==> src/rtl/encoder_8to3_seq.sv <==
// encoder_8to3_seq: sequential 8-to-3 priority encoder. Captures an 8-bit vector
// on start and emits the index of every set bit, highest first, over valid/ready.
// After the last index, done pulses for one cycle with the emitted count.
// Latency: the first code appears 1 cycle after the accepted start. Throughput is
// 1 code/cycle while ready_i stays high.
// Backpressure: with ready_i low, out/pend/count hold stable and nothing is dropped.
// Ports:
//   clk_i, rst_i (sync, active-high)  - clock and reset
//   in_i[7:0], en_i, start_i          - vector and capture request (IDLE only)
//   abort_i                           - synchronous abort to IDLE, no done
//   ready_i / valid_o, out_o[2:0]     - code handshake
//   busy_o, done_o, none_o, count_o   - job status
module encoder_8to3_seq (
  input  logic       clk_i,
  input  logic       rst_i,
  input  logic [7:0] in_i,
  input  logic       en_i,
  input  logic       start_i,
  input  logic       abort_i,
  input  logic       ready_i,
  output logic [2:0] out_o,
  output logic       valid_o,
  output logic       busy_o,
  output logic       done_o,
  output logic       none_o,
  output logic [3:0] count_o
);

  typedef enum logic [1:0] {
    IDLE = 2'b00,
    EMIT = 2'b01,
    DONE = 2'b10
  } state_t;

  state_t     state_q, state_d;
  logic [7:0] pend_q, pend_d;
  logic [3:0] count_q, count_d;
  logic       none_q, none_d;

  logic [2:0] idx;
  logic [7:0] pend_clr;
  logic       accept;

  // Priority pick: the ascending scan lets higher set bits overwrite lower ones.
  always_comb begin
    idx = 3'd0;
    for (int i = 0; i < 8; i++) begin
      if (pend_q[i]) idx = 3'(i);
    end
  end

  assign valid_o  = (state_q == EMIT);
  assign out_o    = valid_o ? idx : 3'd0;
  assign busy_o   = (state_q == EMIT) || (state_q == DONE);
  assign done_o   = (state_q == DONE);
  assign none_o   = none_q;
  assign count_o  = count_q;
  assign accept   = valid_o && ready_i;
  assign pend_clr = pend_q & ~(8'b1 << idx);

  always_comb begin
    state_d = state_q;
    pend_d  = pend_q;
    count_d = count_q;
    none_d  = none_q;

    case (state_q)
      IDLE: begin
        if (start_i && en_i) begin
          pend_d  = in_i;
          count_d = 4'd0;
          if (in_i != 8'd0) begin
            none_d  = 1'b0;
            state_d = EMIT;
          end else begin
            none_d  = 1'b1;
            state_d = DONE;
          end
        end
      end
      EMIT: begin
        if (accept) begin
          pend_d  = pend_clr;
          count_d = count_q + 4'd1;
          if (pend_clr == 8'd0) state_d = DONE;
        end
      end
      DONE: begin
        state_d = IDLE;
      end
      default: begin
        state_d = IDLE;
      end
    endcase

    // Abort overrides any capture or accept on the same edge; the code being
    // accepted at that edge is not counted.
    if (abort_i) begin
      state_d = IDLE;
      pend_d  = 8'd0;
      count_d = count_q;
      none_d  = none_q;
    end
  end

  always_ff @(posedge clk_i) begin
    if (rst_i) begin
      state_q <= IDLE;
      pend_q  <= 8'd0;
      count_q <= 4'd0;
      none_q  <= 1'b0;
    end else begin
      state_q <= state_d;
      pend_q  <= pend_d;
      count_q <= count_d;
      none_q  <= none_d;
    end
  end

endmodule

==> config.mk <==
export PLATFORM = sky130hd
export DESIGN_NAME = encoder_8to3_seq
export DESIGN_NICKNAME = d
export VERILOG_FILES = /design/src/rtl/encoder_8to3_seq.sv
export SDC_FILE = /design/constraint.sdc
export NUM_CORES = 1
export LEC_CHECK = 0
export ABC_AREA = 1
export CORE_MARGIN = 5
export CORE_UTILIZATION = 48
export CTS_CLUSTER_SIZE = 14
export DETAILED_ROUTE_END_ITERATION = 10
export HOLD_SLACK_MARGIN = 0.12
export PLACE_DENSITY = 0.77
export SETUP_SLACK_MARGIN = 0.15
export SLEW_MARGIN = 5
export SYNTH_ARGS = -nofsm -noshare
export SYNTH_HDL_FRONTEND = slang
export SYNTH_SLANG_ARGS = --single-unit
==> constraint.sdc <==
create_clock -name clk_i -period 2.2 [get_ports clk_i]
set_clock_uncertainty 0.15 [all_clocks]
set_input_delay 0.22 -clock clk_i [delete_from_list [all_inputs] [get_ports clk_i]]
set_output_delay 0.22 -clock clk_i [all_outputs]
set_load 0.01 [all_outputs]
## Word level (Yosys, flattened, before mapping)

Cells that the tools add are included.

- $add $sub $neg: 1
- Eq/ne operators: 5
- Shifts and indexed selects: 1
- Multiplexer cells: 20
- Bitwise gates (word level): 3
- Reductions and logical operators: 12

Operators by type and width:

| kind | count |
|---|---|
| $mux W3 | 7 |
| $mux W8 | 2 |
| $pmux W8 S2 | 1 |
| $reduce_and A3 Y1 | 3 |
| $and A8 B8 Y8 | 1 |
| $logic_not A8 Y1 | 1 |
| $mux W2 | 4 |
| $mux W4 | 2 |
| $not A8 Y8 | 1 |
| $pmux W4 S2 | 1 |
| $reduce_bool A8 Y1 | 1 |
| $shl A1 B3 Y8 const A | 1 |
| $add A4 B1 Y4 const B | 1 |
| $ne A2 B1 Y1 const B | 2 |
| $pmux W2 S2 | 1 |
| $reduce_and A4 Y1 | 1 |
| $eq A2 B1 Y1 const B | 1 |
| $eq A2 B2 Y1 const B | 1 |
| $logic_and A1 B1 Y1 | 2 |
| $logic_not A2 Y1 | 1 |
| $mux W1 | 2 |
| $ne A2 B2 Y1 const B | 1 |
| $reduce_bool A2 Y1 | 1 |
| $reduce_or A2 Y1 | 1 |
| other kinds (2) | 2 |

- Bits in registers: 15
- Input bits: 14
- Output and inout port bits: 11
- Word-level logic and storage cells: 46

## Longest topological paths before layout

Gate-level depths: netlist of the first run.

- Depth after elaboration: 14
- Mapped depth: 15
- Depth with buffers taken out: 14

## Worst setup path after synthesis of the first run

OpenSTA, ideal clock, no wires.

- Kind: reg-to-reg
- Start point: reg state_q[1]
- End point: reg state_q[0]
- Setup time: 0.113 ns
- Arrival: 1.445 ns
- Required time: 1.937 ns
- Slack: 0.492 ns
- Stages on the path, launching flop included: 16
- Buffers on the path: 1
- Period minus slack after synthesis: 1.708 ns
- Path through: dfxtp_1 -> inv_1 -> ha_1 -> buf_4 -> nand2_1 -> nand2_1 -> inv_2 -> nand2_1 -> nor2_1 -> nand2_1 -> nor2_2 -> nand3_2 -> nand2_2 -> nand2_1 -> nand2_1 -> nor2_1

- Longest elaborated chain between the ends: 4
- Elaborated cells between the ends (all ways): 8
- Those cells by class: 4 x eq/ne; 1 x mux; 3 x reduce/logical

RTL lines:

| item | RTL line | text |
|---|---|---|
| start, declared | 35 | `state_t state_q, state_d;` |
| start signal, assigned | 113 | `state_q <= state_d;` |
| $eq A2 B1 Y1 (*) | 52 | `assign valid_o = (state_q == EMIT);` |
| net valid_o | 22 | `output logic valid_o,` |
| $logic_and A1 B1 Y1 | 58 | `assign accept = valid_o && ready_i;` |
| $ne A2 B1 Y1 (no source line) | n/a |  |
| $reduce_and A3 Y1 (no source line) | n/a |  |

Mark *: on every way through the listed nets, which the timed path passes. The rest lies on a longest branch.
A chain may end at the register's enable or synchronous reset.

## Final worst setup path of the first run

- Start point: reg state_q[1]
- End point: out busy_o

- Longest elaborated chain between the ends: 2
- Elaborated cells between the ends (all ways): 3
- Those cells by class: 2 x eq/ne; 1 x reduce/logical

RTL lines:

| item | RTL line | text |
|---|---|---|
| $eq A2 B1 Y1 or $eq A2 B2 Y1 (tied branches) | 54 | `assign busy_o = (state_q == EMIT) \|\| (state_q == DONE);` |
| $logic_or A1 B1 Y1 (*) | 54 |  |
| end, declared | 23 | `output logic busy_o,` |

Mark *: on every way between the ends. The rest lies on a longest branch, timed or not.

==> results of run 1 <==
-- worst register-to-register path: cells and delay by family (launching register included) --
family / cells / cell delay [ns]
DFF: 1 / 0.33
and+or+nand+nor: 4 / 0.32
adders and majority gates: 1 / 0.28
buffers and inverters: 4 / 0.32
AOI/OAI and AO/OA: 2 / 0.33
-- routing by layer --
metal  wire length, um  vias up  share of wire  track usage
met5                 0        -              0            0
met3               151        2          0.063       0.0350
met1              1090      454           0.45        0.208
li1                  -      523              -            -
met4                10        0         0.0041       0.0417
met2              1160       36           0.48        0.264
-- cell families (layout without fill, tap and decap cells) --
family	after synthesis	in the layout	share of synthesized area
buffers and inverters	24	52	0.107
flip-flops	15	15	0.305
AO/OA/AOI/OAI	34	34	0.215
adder cells (fa/ha/maj)	4	4	0.0508
AND/OR/NAND/NOR	64	64	0.323
-- power by group through the flow --
stage	Sequential (W)	Clock, W	Combinational [W]
floorplan	0.000330	0	0.000280
global route	0.000333	0.000173	0.000456
detailed placement	0.000332	0	0.000395
finish	0.000328	0.000157	0.000409
global placement	0.000331	0	0.000388
CTS	0.000327	0.000161	0.000399
-- synthesized netlist by cell type --
cell type,count,share of area
a211oi_1,1,0.0076
a211oi_2,1,0.013
a21oi_1,19,0.097
a221oi_1,2,0.018
a221oi_2,1,0.015
a311oi_1,1,0.0089
and3_1,1,0.0064
buf_2,1,0.0051
buf_4,1,0.0076
buf_6,1,0.011
dfxtp_1,15,0.30
ha_1,4,0.051
inv_1,16,0.061
inv_2,4,0.015
inv_4,1,0.0064
nand2_1,31,0.12
nand2_2,2,0.013
nand2_4,1,0.011
nand3_1,4,0.020
nand3_2,2,0.020
nand3b_1,1,0.0076
nand4_1,2,0.013
nor2_1,12,0.046
nor2_2,2,0.013
nor2_4,2,0.023
nor3_1,1,0.0051
nor3_2,2,0.020
o21ai_0,6,0.030
o21ai_1,1,0.0051
o21ai_2,1,0.0089
o21bai_2,1,0.011
or2_2,1,0.0064
-- metrics by stage --
stage	setup slack, ns	area, sq um
after global placement	0.325	1260
final	0.253	1310
after global routing	0.170	1310
after floorplan	0.492	985
after CTS	0.161	1290
after detailed placement	0.225	1260
-- sequential cells by signal, indices dropped and copies added, names as in the netlist --
register,count
pend_q,8
none_o,1
state_q,2
count_o,4
-- final cells by class --
cell class                 instances  area, sq um
timing repair buffer              27          259
sequential                        15          302
multi-input combinational        102          602
clock buffer                       3         22.5
fill                             184          657
clock inverter                     1         5.00
tap                               27         33.8
inverter                          21         81.3
-- worst paths after layout --
check             start    endpoint  slack, ns  depth (start not counted)
min reg2reg  count_o[0]  count_o[0]       0.36                          2
max          state_q[1]      busy_o       0.25                          3
min          count_o[0]  count_o[0]       0.36                          2
max reg2reg  state_q[1]  count_o[2]       0.38                         11
==> flow_summary.ini, run 1 <==
[pwr]
power_density_cells_nw_per_um2 = 685
power.static_leakage_nw = 0.573
clockPowerShare = 0.176
share_seq_of_total_power = 0.367
maximum_ir_drop_on_the_vdd_rail_uv = 478
netSwitchingPower_w = 0.000358
totalPowerFinal_w = 0.000894
sw_frac_of_total = 0.400
power_report.internal_total_w = 0.000536
comb_power_share = 0.457

[cts]
clock_path_buffers = 2
clk_latency_ns = 0.28
tritoncts = built
root_buffer_cell = clkbuf_4
clkSlewWorstSetupHoldPaths_ns = 0.09
ctsHtreeMaxLevel = 1
cts_setup_buffers = 0
tritoncts_num_sinks = 15
numCtsBuffers = 3
number_of_hold_repair_buffers_added_at_the_cts_stage = 0
cts-resized-gates = 5

[cells_and_area]
drive_gt1_frac = 0.183
final_cell_mix = nand2_1, clkdlybuf4s50_1, a21oi_1
mostFrequentLayoutCell = nand2_1
diodes = 0
final_core_util = 0.665
area_delta_synth_final_pct = 32.5
nNetsFinal = 188
number_of_cells_in_the_finished_layout_apart_from_fillers = 196

[placed_design]
place.detailed.instances = 192
gp_routability_congestion = 0.868
port_buffers = 24
place_hpwl_um = 1940

[sta]
fin_tns_setup_ns = 0
timing.final.crit_period_ns = 1.95
maxClockFrequency_mhz = 514
tightestPinTransition_ns = 0.411
timing.final.max_slew_violations = 0
timing.hold.ws_ns = 0.361
relSlewSlack = 0.725
timing.final.hold_violations = 0
rsz_0062_raised_after_global_routing = no
setup_viol_count_final = 0
timing.final.crit_share = 0.885

[floorplan]
placementRows = 16
design.die.area_sq_um = 3060
initial_standard_cell_utilization_of_the_core = 0.502
top_level_ports = 25
dieWidth_um = 55.3
die_h_um = 55.3
design.core.area_sq_um = 1960

[global_route]
track_usage = 0.159
grt_pass1_vias = 980
grt_antenna_before_repair = 0
grt_start_max_net_pins = 15
globalRoute.totalOverflow = 0
grt_pass1_wl_um = 4100

[route]
ant_nets = 0
drc = 0
routed-via-count = 1015
avgViaCountPerCell = 5.18
drt_pre_antenna_iters = 5
wire_per_inst_um = 12.3
finalWirelength_um = 2410
first_iter_violations = 33

[critical_path]
criticalPathCategory = reg2out
timing.critical_path.arrival_ns = 1.58
critPathLaunchType = flip-flop
worst_path_max_delay_cell = clkdlybuf4s50_1
worst_path_largest_cell_delay_ns = 0.53
critPathRequiredTime_ns = 1.83
path_cells = inv_1, ha_2, clkdlybuf4s50_1
worst_setup_path_end_kind = output port
critical_path_peak_fanout = 3
crit_family = buffers and inverters
critPathBufInv = 2

[status]
run_status = completed

[min_path]
hold_class = reg2reg

[synth]
synthesis.nets = 159
ys_ff_latch = 15
synthesis.area_sq_um = 985
share_of_the_yosys_chip_area_belonging_to_registers = 0.305
instance_count_of_the_mapped_netlist = 141
yosysWarningCount = 0
syn_avg_cell_area_sq_um = 6.98
synth_cell_types = 32

[flow_run]
max-cap-violations = 0
(Power assumes the default switching activity.)
==> run 2: changes to the inputs <==
- CTS_CLUSTER_SIZE: 14 -> default
==> results of run 2 <==
The final DEF is identical to that of run 1; final timing and power are the same.
